[src/rtl/pwm_cmd_ctrl.sv]
`default_nettype none
// ============================================================================
// Module   : pwm_cmd_ctrl
// Brief    : 3-byte UART command decoder driving per-channel PWM duty/enable.
// Revision : 1.0 - initial release
// ============================================================================
module pwm_cmd_ctrl #(
  parameter int N_CH        = 4,
  parameter int TIMEOUT_CYC = 270000
) (
  input  logic                clk,
  input  logic                rst,
  input  logic [7:0]          rx_data,
  input  logic                rx_valid,
  output logic                rx_ready,
  output logic [8*N_CH-1:0]   duty_o,
  output logic [N_CH-1:0]     en_o,
  output logic [23:0]         uart_rx_bytes,
  output logic                frame_ok,
  output logic                frame_err,
  output logic [7:0]          err_cnt
);

  localparam int                C_TO_W    = (TIMEOUT_CYC > 2) ? $clog2(TIMEOUT_CYC) : 1;
  localparam logic [C_TO_W-1:0] C_TO_LAST = C_TO_W'(TIMEOUT_CYC - 1);
  localparam logic [2:0]        C_NCH     = 3'(N_CH);

  typedef enum logic [1:0] {
    ST_IDLE  = 2'd0,
    ST_B1    = 2'd1,
    ST_B2    = 2'd2,
    ST_APPLY = 2'd3
  } state_t;

  state_t              r_state;
  state_t              w_next;
  logic [7:0]          r_b0;
  logic [7:0]          r_b1;
  logic [7:0]          r_b2;
  logic [C_TO_W-1:0]   r_to_cnt;
  logic [8*N_CH-1:0]   r_duty;
  logic [N_CH-1:0]     r_en;
  logic [23:0]         r_bytes;
  logic                r_ok;
  logic                r_err;
  logic [7:0]          r_err_cnt;

  logic                w_take;
  logic                w_timeout;
  logic                w_bad;
  logic                w_good;
  logic                w_reject;
  logic [1:0]          w_opc;
  logic [1:0]          w_ch;

  assign rx_ready      = (r_state != ST_APPLY);
  assign w_take        = rx_valid & rx_ready;
  assign w_opc         = r_b0[3:2];
  assign w_ch          = r_b0[1:0];
  assign w_bad         = ((r_b0 ^ r_b1) != r_b2) || (w_opc == 2'b11) || ({1'b0, w_ch} >= C_NCH);
  assign w_good        = (r_state == ST_APPLY) && !w_bad;
  assign w_reject      = ((r_state == ST_APPLY) && w_bad) || w_timeout;

  assign duty_o        = r_duty;
  assign en_o          = r_en;
  assign uart_rx_bytes = r_bytes;
  assign frame_ok      = r_ok;
  assign frame_err     = r_err;
  assign err_cnt       = r_err_cnt;

  // A byte arriving on the expiry edge takes priority over the timeout.
  always_comb begin
    w_next    = r_state;
    w_timeout = 1'b0;
    case (r_state)
      ST_IDLE:  if (w_take && rx_data[7:4] == 4'hA) w_next = ST_B1;
      ST_B1: begin
        if (w_take) w_next = ST_B2;
        else if (r_to_cnt == C_TO_LAST) begin
          w_next    = ST_IDLE;
          w_timeout = 1'b1;
        end
      end
      ST_B2: begin
        if (w_take) w_next = ST_APPLY;
        else if (r_to_cnt == C_TO_LAST) begin
          w_next    = ST_IDLE;
          w_timeout = 1'b1;
        end
      end
      ST_APPLY: w_next = ST_IDLE;
      default:  w_next = ST_IDLE;
    endcase
  end

  always_ff @(posedge clk or posedge rst) begin
    if (rst) r_state <= ST_IDLE;
    else     r_state <= w_next;
  end

  always_ff @(posedge clk or posedge rst) begin
    if (rst) begin
      r_b0      <= 8'h00;
      r_b1      <= 8'h00;
      r_b2      <= 8'h00;
      r_to_cnt  <= '0;
      r_duty    <= '0;
      r_en      <= '0;
      r_bytes   <= 24'h0;
      r_ok      <= 1'b0;
      r_err     <= 1'b0;
      r_err_cnt <= 8'h00;
    end else begin
      r_ok  <= w_good;
      r_err <= w_reject;
      if (w_reject && r_err_cnt != 8'hFF) r_err_cnt <= r_err_cnt + 8'd1;

      if (w_take || w_timeout || !(r_state == ST_B1 || r_state == ST_B2))
        r_to_cnt <= '0;
      else
        r_to_cnt <= r_to_cnt + 1'b1;

      if (w_take) begin
        case (r_state)
          ST_IDLE: r_b0 <= rx_data;
          ST_B1:   r_b1 <= rx_data;
          ST_B2:   r_b2 <= rx_data;
          default: ;
        endcase
      end

      if (w_good) begin
        r_bytes <= {r_b0, r_b1, r_b2};
        for (int c = 0; c < N_CH; c++) begin
          if (w_opc == 2'b10 || (w_opc == 2'b00 && w_ch == 2'(c)))
            r_duty[8*c +: 8] <= r_b1;
          if (w_opc == 2'b01 && w_ch == 2'(c))
            r_en[c] <= r_b1[0];
        end
      end
    end
  end

endmodule
`default_nettype wire

[config.mk]
export PLATFORM = sky130hd
export DESIGN_NAME = pwm_cmd_ctrl
export DESIGN_NICKNAME = d
export VERILOG_FILES = /design/src/rtl/pwm_cmd_ctrl.sv
export SDC_FILE = /design/constraint.sdc
export NUM_CORES = 1
export LEC_CHECK = 0
export ABC_AREA = 1
export CELL_PAD_IN_SITES_DETAIL_PLACEMENT = 2
export CELL_PAD_IN_SITES_GLOBAL_PLACEMENT = 2
export CORE_ASPECT_RATIO = 0.5
export CORE_MARGIN = 5
export CORE_UTILIZATION = 35
export CTS_BUF_LIST = sky130_fd_sc_hd__clkbuf_16
export DETAILED_ROUTE_END_ITERATION = 6
export GPL_TIMING_DRIVEN = 1
export PLACE_DENSITY_LB_ADDON = 0.1
export SYNTH_ARGS = -nofsm -noshare
export SYNTH_HDL_FRONTEND = slang
export SYNTH_SLANG_ARGS = --single-unit
[constraint.sdc]
create_clock -name clk -period 8.2 [get_ports clk]
set_input_delay 2.46 -clock clk [delete_from_list [all_inputs] [get_ports clk]]
set_output_delay 2.46 -clock clk [all_outputs]
set_load 0.02 [all_outputs]
-- Yosys cells after proc, flatten, opt, wreduce, memory -nomap -nowiden
Cells that the tools add are included.
Widths: inputs -> output; s select.
- bitwise operators: 2
- reductions and logical operators: 38
- mux-type cells: 9
- eq/ne operators: 15
- add/sub/neg operators: 2
- operator list (kind ; count):
    $reduce_and 2->1 ; 11
    $add 19x1->19 const B ; 1
    $eq 19x19->1 const B ; 1
    $mux 19 ; 1
    $eq 2x2->1 const B ; 6
    $logic_and 1x1->1 ; 12
    $logic_or 1x1->1 ; 9
    $add 8x1->8 const B ; 1
    $mux 2 ; 4
    $ne 8x8->1 ; 1
    $ne 8x8->1 const B ; 1
    $pmux 2 s4 ; 1
    $xor 8x8->8 ; 1
    $eq 2x1->1 const B ; 3
    $logic_not 2->1 ; 3
    $eq 4x4->1 const B ; 1
    $ne 2x2->1 const B ; 2
    $mux 1 ; 3
    $logic_not 1->1 ; 2
    $reduce_or 2->1 ; 1
    $and 1x1->1 ; 1
- flip-flop bits (word level): 115
- word-level logic and storage cells: 83
- output and inout bits: 71
- input bits: 11

-- Logic depth before layout (Yosys ltp)
- depth after elaboration: 7
- gate-level depth with buffers: 15
- depth with buffers taken out: 14

-- Worst setup path before layout
No wires, ideal clock.
- path kind: input-to-reg
- start: input rx_valid
- end: register r_b2[0]
- arrival: 3.139 ns
- slack: 4.931 ns
- path buffers: 1
- data required time: 8.069 ns
- library setup time: 0.131 ns
- cell stages on the path: 5
- cells stage by stage: nand2_1 -> inv_1 -> nand2_1 -> clkbuf_1 -> o21ai_0
- cells in the longest elaborated chain, start to end: 2
- RTL lines (element ; RTL line ; source):
    start, declared ; 14 ; input logic rx_valid,
    $and 1x1->1 ; 57 ; assign w_take = rx_valid & rx_ready;
    $reduce_and 2->1 (no source line) ; n/a ;
    end signal, assigned ; 127 ; ST_B2: r_b2 <= rx_data;
    end, declared ; 39 ; logic [7:0] r_b2;
No other way between the ends.
A chain may end at the register's enable or synchronous reset.

-- Final worst setup path
- start: register r_state[0]
- end: output rx_ready
- cells in the longest elaborated chain, start to end: 1
- RTL lines (element ; RTL line ; source):
    start, declared ; 35 ; state_t r_state;
    start signal, assigned ; 98 ; else r_state <= w_next;
    $ne 2x2->1 ; 56 ; assign rx_ready = (r_state != ST_APPLY);
    end, declared ; 15 ; output logic rx_ready,
No other way between the ends.

==> results.yml <==
status:
  status: "complete, no violations"
sta:
  max_slew_margin: 0.463
  finalSetupTns_ps: 0
  fin_skew_ps: 14.8
  holdWs_ps: 472
  period_share: 0.571
  hold_viol: 0
  finalCriticalPeriod_ps: 4680
  rsz0062_at_grt: "false"
  slew_violations: 0
  setup_violations: 0
  worstMarginPinSlew_ps: 805
  max_freq_ghz: 0.214
layout:
  stdcell_count: 881
  diodes: 0
  fin_nets: 688
  design_area_sq_um: 6690
  drive_gt1_frac: 0.0805
  syn_to_final_growth_pct: 30.4
placed_design:
  place_inst: 849
  dp_hpwl_um: 11700
  gp_congestion: 0.780
  port_buffers: 81
  dpl_cell_area_sq_um: 6100
detailed_routing:
  drtPass1Iterations: 4
  viasPerCell: 4.99
  ant_nets: 0
  num_vias: 4394
  avgRoutedWirePerCell_um: 19.3
  wirelength_um: 17000
  dr.first_iter.drc_count: 181
  drc: 0
clocking:
  htree_levels: 4
  clkSinkCount: 115
  post_cts_buffers: 0
  root_buffer: "clkbuf_16"
  cts.clk_slew.worst_paths_ps: 60
  tritoncts: "yes"
  clockBufferDepth: 2
  clock_latency_ps: 420
  cts-buffers-inserted: 17
  ctsResizeCount: 0
  ctsHoldBuffers: 0
grt:
  antenna_found_initial: 0
  top_usage_layer: "met2"
  use_met1: 0.267
  gr-usage-met2: 0.353
  grtUsageMet3: 0.0377
  grt_max_degree: 60
  grt_pass1_wl_um: 27300
  track_usage: 0.204
  grt_pass1_vias: 4879
  gr-total-overflow: 0
hold_path:
  min_from: "r_to_cnt[0]"
  hold_path_class: "flip-flop to flip-flop"
  hold_end: "r_to_cnt[0]"
  min_path_cells: 1
critical_path:
  crit_buf_inv: 2
  path_cells: "ha_1, inv_1, clkdlybuf4s50_1"
  required_ps: 5740
  arrival_ps: 2220
  critPathKind: "flip-flop to output pin"
  worst_setup_path_end_kind: "output pin"
  max_stage_delay_ps: 700
  timing.rr.start: "r_state[0]"
  startpoint_type: "flip-flop"
  r2r_cells: 7
  reg2reg_slack_ps: 5640
  crit_path_max_fanout: 11
  cpLargestDelayFamily: "adder cells"
  cpMaxStageDelayCell: "ha_1"
  rr_endpoint: "r_to_cnt[3]"
floorplan:
  dieArea_sq_um: 17300
  core_sq_um: 14400
  die_h_um: 95.6
  rows: 31
  dieWidth_um: 181
  start_util: 0.356
  io_pins: 82
synthesis:
  synth-async-reset-ratio: 1.00
  synth.distinct_cells: 29
  yosysWarnings: 0
  ys_ff_latch: 115
  synth_nets: 602
  syn_area_sq_um: 5130
  synthCells: 584
  ys_seq_area_frac: 0.561
  synth_ff_type: "dfrtp_1"
  synth_edf_count: 0
  syn_area_per_cell_sq_um: 8.78
pwr:
  p_per_area_nw_per_um2: 327
  power.leakage_nw: 3.02
  worst_ir_drop_vdd_mv: 0.159
job:
  maxCapViolations: 0
## layout make-up
cell class,count,area [sq um]
multi-input cells,397,1940
well taps,198,248
flip-flops and latches,115,2880
repair buffers,82,818
clock buffers,17,425
fillers,1580,7700
clock inverters,15,159
inverters,57,221
## report_power, final
| part | switching, W | total (W) | internal (W) |
|---|---|---|---|
| clock | 0.000314 | 0.000744 | 0.000430 |
| combinational | 0.000446 | 0.000660 | 0.000214 |
| sequential | 0.000103 | 0.000781 | 0.000678 |
| total | 0.000863 | 0.00219 | 0.00132 |
## how the worst max path moves through the flow
stage / startpoint / cells past startpoint / to
final: r_state[0] / 3 / rx_ready
after global routing: r_state[0] / 3 / rx_ready
after CTS: r_state[0] / 3 / rx_ready
after detailed placement: rst / 3 / duty_o[7]
after global placement: rst / 3 / duty_o[0]
after floorplan: rst / 1 / duty_o[0]
## synthesized netlist by cell type (2+ instances only)
| cell | number | area [sq um] |
|---|---|---|
| nand3_4 | 4 | 70.1 |
| a21oi_1 | 12 | 60.1 |
| dfrtp_1 | 115 | 2880 |
| buf_6 | 3 | 33.8 |
| o21ai_0 | 34 | 170 |
| o21ai_2 | 4 | 35.0 |
| nand3_1 | 34 | 170 |
| xor2_1 | 12 | 105 |
| clkbuf_1 | 3 | 11.3 |
| nand4_1 | 2 | 12.5 |
| nor2_1 | 38 | 143 |
| nand2_1 | 175 | 657 |
| nand2_2 | 3 | 18.8 |
| nor3b_1 | 5 | 37.5 |
| inv_1 | 49 | 184 |
| nor3_1 | 9 | 45.0 |
| buf_2 | 6 | 30.0 |
| buf_4 | 2 | 15.0 |
| ha_1 | 7 | 87.6 |
| nor4_1 | 2 | 12.5 |
| o21ai_1 | 48 | 240 |
| xnor2_1 | 4 | 35.0 |
| inv_2 | 7 | 26.3 |
## through the flow
step           total power [W]  setup WS [ps]  utilization
2_1_floorplan          0.00116           2700            -
3_3_place_gp           0.00141           3890        0.424
3_5_place_dp           0.00144           3850        0.424
4_1_cts                0.00222           3510        0.465
5_1_grt                0.00232           3370        0.465
6_report               0.00219           3520        0.465
## state kept, by name, indices dropped and copies added (netlist names)
name           cells
duty_o            32
uart_rx_bytes     24
r_b2               8
frame_ok           1
frame_err          1
err_cnt            8
r_state            2
en_o               4
r_b1               8
r_to_cnt          19
r_b0               8
## cell families after synthesis
logic type / Yosys count / synth area share
adders and majority gates: 7 / 0.0171
DFF: 115 / 0.561
and+or+nand+nor: 275 / 0.233
AOI/OAI and AO/OA: 99 / 0.100
buffers and inverters: 72 / 0.0612
xor gates and xnor gates: 16 / 0.0273
## cells in the final DEF, fill, tap and decap left out, drive strengths merged
cell type / synthesis / routed
a21oi: 12 / 12
buf: 11 / 1
bufinv: 0 / 1
clkbuf: 4 / 17
clkdlybuf4s50: 0 / 81
clkinv: 0 / 2
clkinvlp: 0 / 3
dfrtp: 115 / 115
ha: 7 / 7
inv: 57 / 66
nand2: 179 / 179
nand3: 38 / 38
nand3b: 1 / 1
nand4: 2 / 2
nor2: 38 / 38
nor3: 10 / 10
nor3b: 5 / 5
nor4: 2 / 2
o211ai: 1 / 1
o21ai: 86 / 86
xnor2: 4 / 4
xor2: 12 / 12
## routing by layer
layer  vias up  routed length (um)
met1      2252                7820
li1       2054                   -
met3         9                 728
met5         -                   0
met4         0                 110
met2        79                8300
Note: power is estimated with default switching activity, not from simulation.
